## config.mk

```make
export PLATFORM = sky130hd
export DESIGN_NAME = mmio_uart_tx
export DESIGN_NICKNAME = d
export VERILOG_FILES = /design/src/rtl/uart_pkg.sv /design/src/rtl/tx_fifo.sv /design/src/rtl/mmio_uart_tx.sv
export SDC_FILE = /design/constraint.sdc
export NUM_CORES = 1
export LEC_CHECK = 0
export BUFFER_PORTS_ARGS = -buffer_cell sky130_fd_sc_hd__buf_2
export CAP_MARGIN = 25
export CORE_ASPECT_RATIO = 1.75
export CORE_MARGIN = 2
export CORE_UTILIZATION = 51
export CTS_BUF_LIST = sky130_fd_sc_hd__clkbuf_16
export CTS_CLUSTER_DIAMETER = 150
export DETAILED_ROUTE_END_ITERATION = 12
export PLACE_DENSITY = 0.8
export SETUP_SLACK_MARGIN = 0.5
export SLEW_MARGIN = 20
export SYNTH_ARGS = -nofsm -noshare
export SYNTH_HDL_FRONTEND = slang
export SYNTH_SLANG_ARGS = --single-unit
```

## constraint.sdc

```tcl
create_clock -name clk -period 2.49 [get_ports clk]
set_clock_uncertainty 0.15 [all_clocks]
set_input_delay 0 -clock clk [delete_from_list [all_inputs] [get_ports clk]]
set_output_delay 0 -clock clk [all_outputs]
set_load 0.03 [all_outputs]
```

## src/rtl/uart_pkg.sv

```systemverilog
// Shared types and register map for the MMIO UART transmitter.
// Optional feature macro: UART_TX_PARITY_EN (adds the PARITY state and CTRL odd-parity bit).
package uart_pkg;

  typedef enum logic [2:0] {
    IDLE,
    START,
    DATA,
    STOP
`ifdef UART_TX_PARITY_EN
    , PARITY
`endif
  } tx_state_t;

  // Byte offsets inside the 8-byte register window
  localparam logic [31:0] TXDATA_OFS = 32'd0;
  localparam logic [31:0] CTRL_OFS   = 32'd4;

  // CTRL register bit positions
  localparam int CTRL_EN_BIT    = 0;
  localparam int CTRL_FLUSH_BIT = 1;
  localparam int CTRL_OVCLR_BIT = 2;
  localparam int CTRL_ODD_BIT   = 3;

endpackage

```

## src/rtl/tx_fifo.sv

```systemverilog
// Byte FIFO with show-ahead output; flush empties it and drops a concurrent push.
// Optional feature macro: none (UART_TX_PARITY_EN does not affect this block).
module tx_fifo #(
  parameter int DEPTH = 8
) (
  input  logic       clk,
  input  logic       reset,
  input  logic       push,
  input  logic       pop,
  input  logic       flush,
  input  logic [7:0] din,
  output logic [7:0] dout,
  output logic       full,
  output logic       empty
);

  localparam int AW = $clog2(DEPTH);

  logic [7:0]    mem [DEPTH];
  logic [AW-1:0] wr_ptr, rd_ptr;
  logic [AW:0]   count;
  logic          do_push, do_pop;

  assign full    = (count == (AW+1)'(DEPTH));
  assign empty   = (count == '0);
  assign do_pop  = pop && !empty;
  // A full FIFO still accepts a push when a pop frees a slot on the same edge
  assign do_push = push && !flush && (!full || do_pop);
  assign dout    = mem[rd_ptr];

  // Storage array; no reset needed, validity is tracked by count
  always_ff @(posedge clk) begin
    if (do_push) mem[wr_ptr] <= din;
  end

  // Pointer and occupancy bookkeeping; pointers wrap naturally
  always_ff @(posedge clk) begin
    if (reset || flush) begin
      wr_ptr <= '0;
      rd_ptr <= '0;
      count  <= '0;
    end else begin
      if (do_push) wr_ptr <= wr_ptr + 1'b1;
      if (do_pop)  rd_ptr <= rd_ptr + 1'b1;
      count <= count + (AW+1)'(do_push) - (AW+1)'(do_pop);
    end
  end

endmodule

```

## src/rtl/mmio_uart_tx.sv

```systemverilog
// Store-bus snooping UART transmitter: address decode, CTRL register, frame FSM, baud counter.
// Optional feature macro: UART_TX_PARITY_EN (parity bit between data and stop, CTRL bit3 = odd).
module mmio_uart_tx
  import uart_pkg::*;
#(
  parameter logic [31:0] BASE_ADDR    = 32'h0000_0100,
  parameter int          CLKS_PER_BIT = 16,
  parameter int          FIFO_DEPTH   = 8
) (
  input  logic        clk,
  input  logic        reset,
  input  logic        MemWrite,
  input  logic [31:0] DataAddr,
  input  logic [31:0] WriteData,
  output logic        txd,
  output logic        tx_busy,
  output logic        fifo_full,
  output logic        fifo_empty,
  output logic        overflow
);

  localparam logic [31:0] DATA_ADDR = BASE_ADDR + TXDATA_OFS;
  localparam logic [31:0] CTRL_ADDR = BASE_ADDR + CTRL_OFS;
  localparam logic [15:0] BAUD_MAX  = 16'(CLKS_PER_BIT - 1);

  tx_state_t   state, state_n;
  logic [15:0] baud, baud_n;
  logic [2:0]  bit_idx, idx_n;
  logic [7:0]  shreg, sh_n;
  logic        txd_q, txd_n;
  logic        enable, ovf, pop, baud_end, load;
  logic        wr_data, wr_ctrl, flush, ovf_evt;
  logic [7:0]  fifo_dout;
  logic        unused_bits;

  // Word-aligned decode; the low address bits and upper data bits are don't-care
  assign wr_data     = MemWrite && (DataAddr[31:2] == DATA_ADDR[31:2]);
  assign wr_ctrl     = MemWrite && (DataAddr[31:2] == CTRL_ADDR[31:2]);
  assign flush       = wr_ctrl && WriteData[CTRL_FLUSH_BIT];
  assign ovf_evt     = wr_data && fifo_full && !pop && !flush;
  assign unused_bits = ^{WriteData[31:8], DataAddr[1:0]};

  tx_fifo #(.DEPTH(FIFO_DEPTH)) u_fifo (
    .clk   (clk),
    .reset (reset),
    .push  (wr_data),
    .pop   (pop),
    .flush (flush),
    .din   (WriteData[7:0]),
    .dout  (fifo_dout),
    .full  (fifo_full),
    .empty (fifo_empty)
  );

  // Enable bit; flush and overflow-clear are write-only pulses, not stored
  always_ff @(posedge clk) begin
    if (reset)        enable <= 1'b1;
    else if (wr_ctrl) enable <= WriteData[CTRL_EN_BIT];
  end

  // Sticky overflow; a same-edge overflow event beats the clear request
  always_ff @(posedge clk) begin
    if (reset)                                  ovf <= 1'b0;
    else if (ovf_evt)                           ovf <= 1'b1;
    else if (wr_ctrl && WriteData[CTRL_OVCLR_BIT]) ovf <= 1'b0;
  end

`ifdef UART_TX_PARITY_EN
  logic odd, par_bit, par_n;

  // Odd/even parity select
  always_ff @(posedge clk) begin
    if (reset)        odd <= 1'b0;
    else if (wr_ctrl) odd <= WriteData[CTRL_ODD_BIT];
  end

  // Parity bit latched with the byte so a mid-frame CTRL write cannot corrupt it
  always_ff @(posedge clk) begin
    if (reset)     par_bit <= 1'b0;
    else if (load) par_bit <= par_n;
  end

  assign par_n = (^fifo_dout) ^ odd;
`endif

  assign baud_end = (baud == BAUD_MAX);
  // A new frame may start from IDLE, or straight out of a finished STOP bit
  assign load = enable && !fifo_empty &&
                ((state == IDLE) || (state == STOP && baud_end));

  // Next-state, baud/bit counters and registered serial output
  always_comb begin
    state_n = state;
    baud_n  = baud + 16'd1;
    idx_n   = bit_idx;
    sh_n    = shreg;
    txd_n   = txd_q;
    pop     = 1'b0;
    case (state)
      IDLE: begin
        baud_n = '0;
        txd_n  = 1'b1;
      end
      START: if (baud_end) begin
        baud_n  = '0;
        state_n = DATA;
        idx_n   = '0;
        txd_n   = shreg[0];
      end
      DATA: if (baud_end) begin
        baud_n = '0;
        if (bit_idx == 3'd7) begin
`ifdef UART_TX_PARITY_EN
          state_n = PARITY;
          txd_n   = par_bit;
`else
          state_n = STOP;
          txd_n   = 1'b1;
`endif
        end else begin
          idx_n = bit_idx + 3'd1;
          sh_n  = shreg >> 1;
          txd_n = shreg[1];
        end
      end
`ifdef UART_TX_PARITY_EN
      PARITY: if (baud_end) begin
        baud_n  = '0;
        state_n = STOP;
        txd_n   = 1'b1;
      end
`endif
      STOP: if (baud_end) begin
        baud_n  = '0;
        state_n = IDLE;
        txd_n   = 1'b1;
      end
      default: begin
        state_n = IDLE;
        baud_n  = '0;
        txd_n   = 1'b1;
      end
    endcase
    if (load) begin
      pop     = 1'b1;
      sh_n    = fifo_dout;
      state_n = START;
      baud_n  = '0;
      txd_n   = 1'b0;
    end
  end

  // FSM and datapath registers; reset abandons any frame and idles the line
  always_ff @(posedge clk) begin
    if (reset) begin
      state   <= IDLE;
      baud    <= '0;
      bit_idx <= '0;
      shreg   <= '0;
      txd_q   <= 1'b1;
    end else begin
      state   <= state_n;
      baud    <= baud_n;
      bit_idx <= idx_n;
      shreg   <= sh_n;
      txd_q   <= txd_n;
    end
  end

  assign txd      = txd_q;
  assign tx_busy  = (state != IDLE);
  assign overflow = ovf;

endmodule

```

; ---- Yosys cells after proc, flatten, opt, wreduce, memory -nomap -nowiden
; Memories as Yosys holds them, arrays and structs flattened. A register that Yosys moved wholly into a read port is not among the register bits.
; Index checks and enable logic that the tools add are counted.
[totals]
elab_cells = 100
output_inout_bits = 5
mem_count = 1
ram_bits = 64
regBits = 43
inputBits = 67
[op_classes]
n_addsub = 6
reduce_logical = 35
mux = 26
n_eq_ne = 19
bitwise = 2
[mem_list]
columns = memory, words, width, rd, rd_ports_with_merged_regs, wr, line_no
row1 = u_fifo.mem, 8, 8, 1, 1, 1, tx_fifo.sv:19  ; logic [7:0] mem [DEPTH];
[ops]
columns = operator, n
row1 = equality test 30 x 7 -> 1 bit (second input constant), 2
row2 = two-way mux 8 bit, 4
row3 = two-way mux 3 bit, 8
row4 = adder 16 x 1 -> 16 bit (second input constant), 1
row5 = equality test 16 x 4 -> 1 bit (second input constant), 1
row6 = inequality test 2 bit (second input constant), 7
row7 = logical AND 1 bit, 13
row8 = inequality test 3 bit (second input constant), 4
row9 = one-hot mux 3 bit (4 select lines), 1
row10 = two-way mux 1 bit, 11
row11 = AND reduction 5 bit, 2
row12 = adder 3 x 1 -> 3 bit (second input constant), 3
row13 = nonzero test 2 bit, 4
row14 = equality test 3 x 2 -> 1 bit (second input constant), 2
row15 = one-hot mux 3 bit (2 select lines), 1
row16 = AND reduction 3 bit, 2
row17 = adder 4 x 1 -> 4 bit, 1
row18 = equality test 4 bit (second input constant), 1
row19 = logical NOT 1 bit, 4
row20 = logical NOT 4 bit, 1
row21 = AND reduction 4 bit, 1
row22 = OR reduction 4 bit, 1
row23 = subtractor 4 x 1 -> 4 bit, 1
row24 = equality test 3 x 1 -> 1 bit (second input constant), 1
row25 = other kinds (8), 11

; ---- Depth between registers and ports, before layout
[depth]
ltp_word = 10
ltp_mapped = 14
depth_no_buf = 14

; ---- Hierarchy
; A second synthesis with hierarchy kept.
[unflattened]
hier_cells = 371
hier_area_um2 = 4888.4
[by_module_without_submodules]
columns = module, n_inst, cells_each, seq_area_each_um2, area_per_inst_um2
row1 = tx_fifo, 1, 178, 2182.1, 3208.1
row2 = mmio_uart_tx, 1, 193, 640.6, 1680.4

; ---- Least setup slack after synthesis
; No wires, ideal clock.
[synth_timing]
path_kind = register -> register
start = register u_fifo.count[2]
end = register u_fifo.count[1]
synth_period_minus_slack_ps = 2831
required_ps = 2274
path_slack_ps = -341
n_path_buf = 0
setup_ps = 66
path_stages_with_launch = 11
arrival_ps = 2614
cell_sequence = dfxtp_1 inv_1 ha_1 nor3b_1 o31a_1 a21boi_4 nor2_1 ha_1 inv_1 fa_1 nor2_1
[synth_via]
word_cells_on_any_way = 12
cone_classes = add/sub (2) / eq/ne (1) / mux (1) / reduce/logical (8)
[synth_lines]
columns = element, line_no
row1 = start: declaration, tx_fifo.sv:21  ; logic [AW:0] count;
row2 = start signal: assignment, tx_fifo.sv:45  ; count <= count + (AW+1)'(do_push) - (AW+1)'(do_pop);
row3 = equality test 4 bit, tx_fifo.sv:24  ; assign full = (count == (AW+1)'(DEPTH));
row4 = named net fifo_full, mmio_uart_tx.sv:17  ; output logic fifo_full,
row5 = logical NOT 1 bit, tx_fifo.sv:28  ; assign do_push = push && !flush && (!full || do_pop);
row6 = logical OR 1 bit, tx_fifo.sv:28
row7 = logical AND 1 bit, tx_fifo.sv:28
row8 = named net u_fifo.do_push, tx_fifo.sv:22  ; logic do_push, do_pop;
row9 = adder 4 x 1 -> 4 bit, tx_fifo.sv:45
row10 = subtractor 4 x 1 -> 4 bit, tx_fifo.sv:45
; The timed path passes the listed nets, and every way through them passes these cells.
; A chain may end at the register's enable or synchronous reset.

; ---- Worst setup path after layout
[layout_timing]
start = register u_fifo.count[3]
end = register u_fifo.count[1]
[layout_via]
elab_chain_cells = 10
word_cells_on_any_way = 12
cone_classes = add/sub (2) / eq/ne (1) / mux (1) / reduce/logical (8)
[layout_lines]
columns = element, line_no
row1 = logical NOT 4 bit (*), tx_fifo.sv:25  ; assign empty = (count == '0);
row2 = logical NOT 1 bit (*), "tx_fifo.sv:26, mmio_uart_tx.sv:88"
row3 = logical AND 1 bit (2 in series), mmio_uart_tx.sv:88  ; assign load = enable && !fifo_empty &&
row4 = two-way mux 1 bit, mmio_uart_tx.sv:144  ; if (load) begin
row5 = logical AND 1 bit (*), tx_fifo.sv:26  ; assign do_pop = pop && !empty;
row6 = named net u_fifo.do_pop, tx_fifo.sv:22
row7 = logical OR 1 bit, tx_fifo.sv:28
row8 = logical AND 1 bit, tx_fifo.sv:28
row9 = adder 4 x 1 -> 4 bit, tx_fifo.sv:45
row10 = subtractor 4 x 1 -> 4 bit (*), tx_fifo.sv:45
; The timed path passes the listed nets; every way through them passes the cells marked *.

==> metrics.md <==
| Metric | Value |
|---|---|
| Status | `complete, but fails checks` |
| Failing checks | `setup timing` |
| Crit path arrival time | `around 2.6 ns` |
| Synth Flop Type | `edfxtp_1` |
| Warnings from Yosys | `0` |
| CP peak stage delay | `roughly 0.5 ns` |
| Crit path top cell by count | `inv_2` |
| Power Total | `5.782 mW` |
| Worst VDD drop | `0.0009933 V` |
| EDFF count, synth | `64` |
| Total CTS buffers | `9` |
| Critical Path End Type | `flop` |
| Die Y | `about 130 um` |
| CTS sink cnt | `around 110` |
| Final Max Tran Viols | `0` |
| Worst r2r src | `u_fifo.count[3]` |
| Simple-Gate Fraction of Synth Area | `0.1332` |
| WHS Path Cells | `6` |
| Drt total wl | `10.72 mm` |
| Antenna viol nets, final | `0` |
| Leakage | `~2.2 nW` |
| Post-synth ARST share | `0` |
| Vias/cell | `between 5 and 6` |
| Minimum clock period | `roughly 2.5 ns` |
| Critical path startpoint category | `flop` |
| Post-Place Setup Slack | `-0.05150 ns` |
| Mapped cell area | `4772 um2` |
| Slew margin rel. | `0.7158` |
| CTS Root Cell | `clkbuf_16` |
| Worst reg2reg path depth | `12` |
| Clock power frac | `0.271` |
| Largest family of logic cells by synthesized area | `simple AND/OR/NAND/NOR gates` |
| RSZ-0062 raised after global routing | `yes` |
| Area growth syn-to-layout | `33.51%` |
| GR Util All Layers | `0.2102` |
| Critical path peak fanout | `3` |
| Multi-input logic area | `around 2200 um2` |
| Final worst slack | `-0.04016 ns` |
| Compound-cell area share of the yosys netlist | `0.07525` |
| Cell Rows | `between 40 and 50` |
| Die Width | `~77 um` |
| Slew at the pin closest to its max-slew limit | `about 0.42 ns` |
| RePlAce Congestion | `0.7706` |
| Fill cells | `slightly above 600` |
| P_int | `approximately 4 mW` |
| Syn Nets | `444` |
| Hold Crit Start | `DataAddr[4]` |
| Worst reg2reg setup slack | `-0.04 ns` |
| DP HPWL | `~7 mm` |
| Hold endpoint | `overflow` |
| 1st-iter DRT viols | `~130` |
| Diode count | `0` |
| Core Area | `9094 um2` |
| Yosys reg bits | `between 100 and 150` |
| First-pass GRT wire length | `between 15 and 20 mm` |
| WS Path Type | `flop to flop` |
| Fmax | `slightly below 400 MHz` |
| Setup Viol. Count Final | `11` |
| CP max-delay cell | `fa_2` |
| Clk slew on worst S/H paths | `0.07 ns` |
| Worst EP required | `2.57 ns` |
| Vias in the first global route | `~3,500` |
| CTS tree | `built` |
| Maxcap violations | `0` |
| IO Port Bufs | `45` |
| DRC | `0` |
| Comb power frac | `0.355` |
| Unique masters post-synth | `56` |
| Sequential area share after synthesis | `0.5915` |
| Post-synthesis xor/xnor area fraction | `0.03120` |
| GR Layer Usage met1 | `0.2240` |
| Total gr overflow | `0` |
| RR Endpoint | `u_fifo.count[1]` |
| Cells along the critical path | `inv_2, ha_2, or3b_4, and3_4, a21oi_4, inv_4, ha_4, inv_2, ha_4, inv_2, fa_2, nor2_1` |
| Clock Latency Late Sink | `0.34 ns` |
| Hold/Removal Path Class | `input pin to flop` |
| Setup tns final | `-0.2803 ns` |
| Vias after detailed routing | `around 3,200` |
| Avg Cell Area, Syn | `roughly 13 um2` |
| Psw | `roughly 1.8 mW` |
| Die Area | `a little over 10,000 um2` |
| Sw Ratio | `0.3079` |
| Post-synthesis adder-cell area fraction | `0.04615` |
| Hold Vio Cnt, Final | `0` |
| PwrDens | `between 900 and 1000 nW/um2` |
| Max H-tree Level | `3` |
| Clock buffer depth | `2` |
| Met2 Use GR | `0.4039` |
| I/O pins | `72` |
| Initial antenna violation count | `0` |
| TritonRoute pass-1 iters | `4` |
| Final worst-path cycle share | `1.016` |
| Starting Density | `0.5248` |
| Mux share of post-synthesis cell area | `0.09675` |
| M3 GR Usage | `0.03836` |
| GRT Max-Usage Layer | `met2` |
| Sequential power share | `0.374` |
| Ratio of cells with drive above 1 in the final layout | `0.4224` |
| Post-Syn Instances | `360` |
| Average wire per standard cell | `18.35 um` |
| Fin nets | `543` |
| Storage element area | `2839 um2` |
| Largest net degree at the start of global routing | `21` |
## worst max path at each step
stage | cells past startpoint | end | slack, ns | from
3_5_place_dp | 9 | u_fifo.mem[0][4] | -0.05 | u_fifo.count[3]
2_1_floorplan | 12 | u_fifo.count[1] | -0.12 | u_fifo.count[2]
6_report | 12 | u_fifo.count[1] | -0.04 | u_fifo.count[3]
5_1_grt | 13 | u_fifo.count[3] | -0.11 | u_fifo.count[2]
4_1_cts | 12 | u_fifo.count[1] | -0.02 | u_fifo.count[2]
3_3_place_gp | 12 | u_fifo.count[1] | 0.01 | u_fifo.count[2]
## cell usage in the layout, fill, tap and decap left out, types with 4 or more instances in the layout
| cell | n |
|---|---|
| edfxtp_1 | 64 |
| buf_2 | 45 |
| dfxtp_1 | 38 |
| buf_4 | 24 |
| nor2_1 | 18 |
| nor2_4 | 17 |
| mux4_2 | 16 |
| a211oi_1 | 12 |
| nand3_1 | 11 |
| nand2_1 | 11 |
| ha_1 | 11 |
| dlygate4sd3_1 | 11 |
| clkbuf_16 | 10 |
| inv_1 | 9 |
| mux2i_1 | 9 |
| xor2_1 | 9 |
| a21oi_1 | 9 |
| inv_2 | 7 |
| xnor2_1 | 7 |
| nor2b_1 | 7 |
| o21ai_0 | 7 |
| buf_6 | 7 |
| buf_12 | 7 |
| nor2_2 | 6 |
| nor4_1 | 5 |
| nand4_1 | 4 |
| ha_4 | 4 |
| dfxtp_2 | 4 |
| inv_6 | 4 |
## synthesized netlist by cell type, types with 5 or more instances
master | count | area, um2
nand3_1 | 12 | 60.06
a21oi_1 | 12 | 60.06
edfxtp_1 | 64 | 1922
nand2_1 | 13 | 48.80
nor2b_1 | 7 | 43.79
xor2_1 | 9 | 78.83
o21ai_0 | 7 | 35.03
nor3_1 | 5 | 25.02
nor4_1 | 5 | 31.28
ha_1 | 16 | 200.2
mux2i_1 | 9 | 90.09
nor2_1 | 39 | 146.4
a211oi_1 | 13 | 97.59
mux4_2 | 16 | 360.4
clkbuf_1 | 6 | 22.52
xnor2_1 | 8 | 70.07
dfxtp_1 | 45 | 900.9
inv_1 | 16 | 60.06
## sequential cells by signal, indices dropped and copies added, names as in the netlist, named ones only
register,cells
u_fifo.mem,64
baud,16
shreg,8
u_fifo.count,4
bit_idx,3
u_fifo.rd_ptr,3
u_fifo.wr_ptr,3
state,2
enable,1
overflow,1
txd,1
## repair_timing
item                                    4_1_cts  5_1_grt
setup buffers                                12        5
gates resized for setup                      33       47
hold buffers                                 11        0
cloned                                        1        1
endpoints found under the setup margin       96      104
pin swaps                                    22       35
hold endpoints to repair                     80        0
## per-stage QoR
stage	instance area (um2)	std cells	hold slack, ns	utilization
6_report	6371	584	0.1359	0.7006
5_1_grt	6371	584	0.2109	0.7006
4_1_cts	6131	578	0.1018	0.6742
3_5_place_dp	5431	538	0.1154	0.5973
3_3_place_gp	5431	538	0.1134	0.5973
2_1_floorplan	4915	360	-0.05113	-
## worst max-delay path, delay by kind of cell (launching register included)
| family | cells | cell delay, ns |
|---|---|---|
| compound gates | 1 | 0.15 |
| buf+inv | 4 | 0.18 |
| simple gates | 3 | 0.62 |
| flops | 1 | 0.33 |
| fa+ha+maj | 4 | 0.96 |
## power by group through the flow
stage	Sequential [mW]	Combinational, mW	Clock [mW]
after floorplan	2.17	1.11	0
after global placement	2.18	1.50	0
after detailed placement	2.18	1.55	0
after CTS	2.15	1.74	1.59
after global routing	2.18	2.23	1.68
final	2.16	2.05	1.57
## area by class of cell
cell class,instances,area share
Clock inverter,7,0.01669
Inverter,18,0.01178
Multi-Input combinational cell,223,0.3407
Tap cell,120,0.02357
Clock buffer,9,0.03535
Sequential cell,109,0.4456
Timing Repair Buffer,98,0.1263
## cell families after synthesis
family,after synthesis
and+or+nand+nor,114
DFF,109
AOI/OAI and AO/OA,48
buffers and inverters,29
muxes,26
xor gates and xnor gates,17
adders and majority gates,17
## per-layer routing
metal / share of wire / up-vias
met5: 0 / -
met4: 0.017 / 0
met3: 0.024 / 18
met2: 0.59 / 48
met1: 0.36 / 1620
li1: - / 1549
Note: power is estimated with default switching activity, not from simulation.
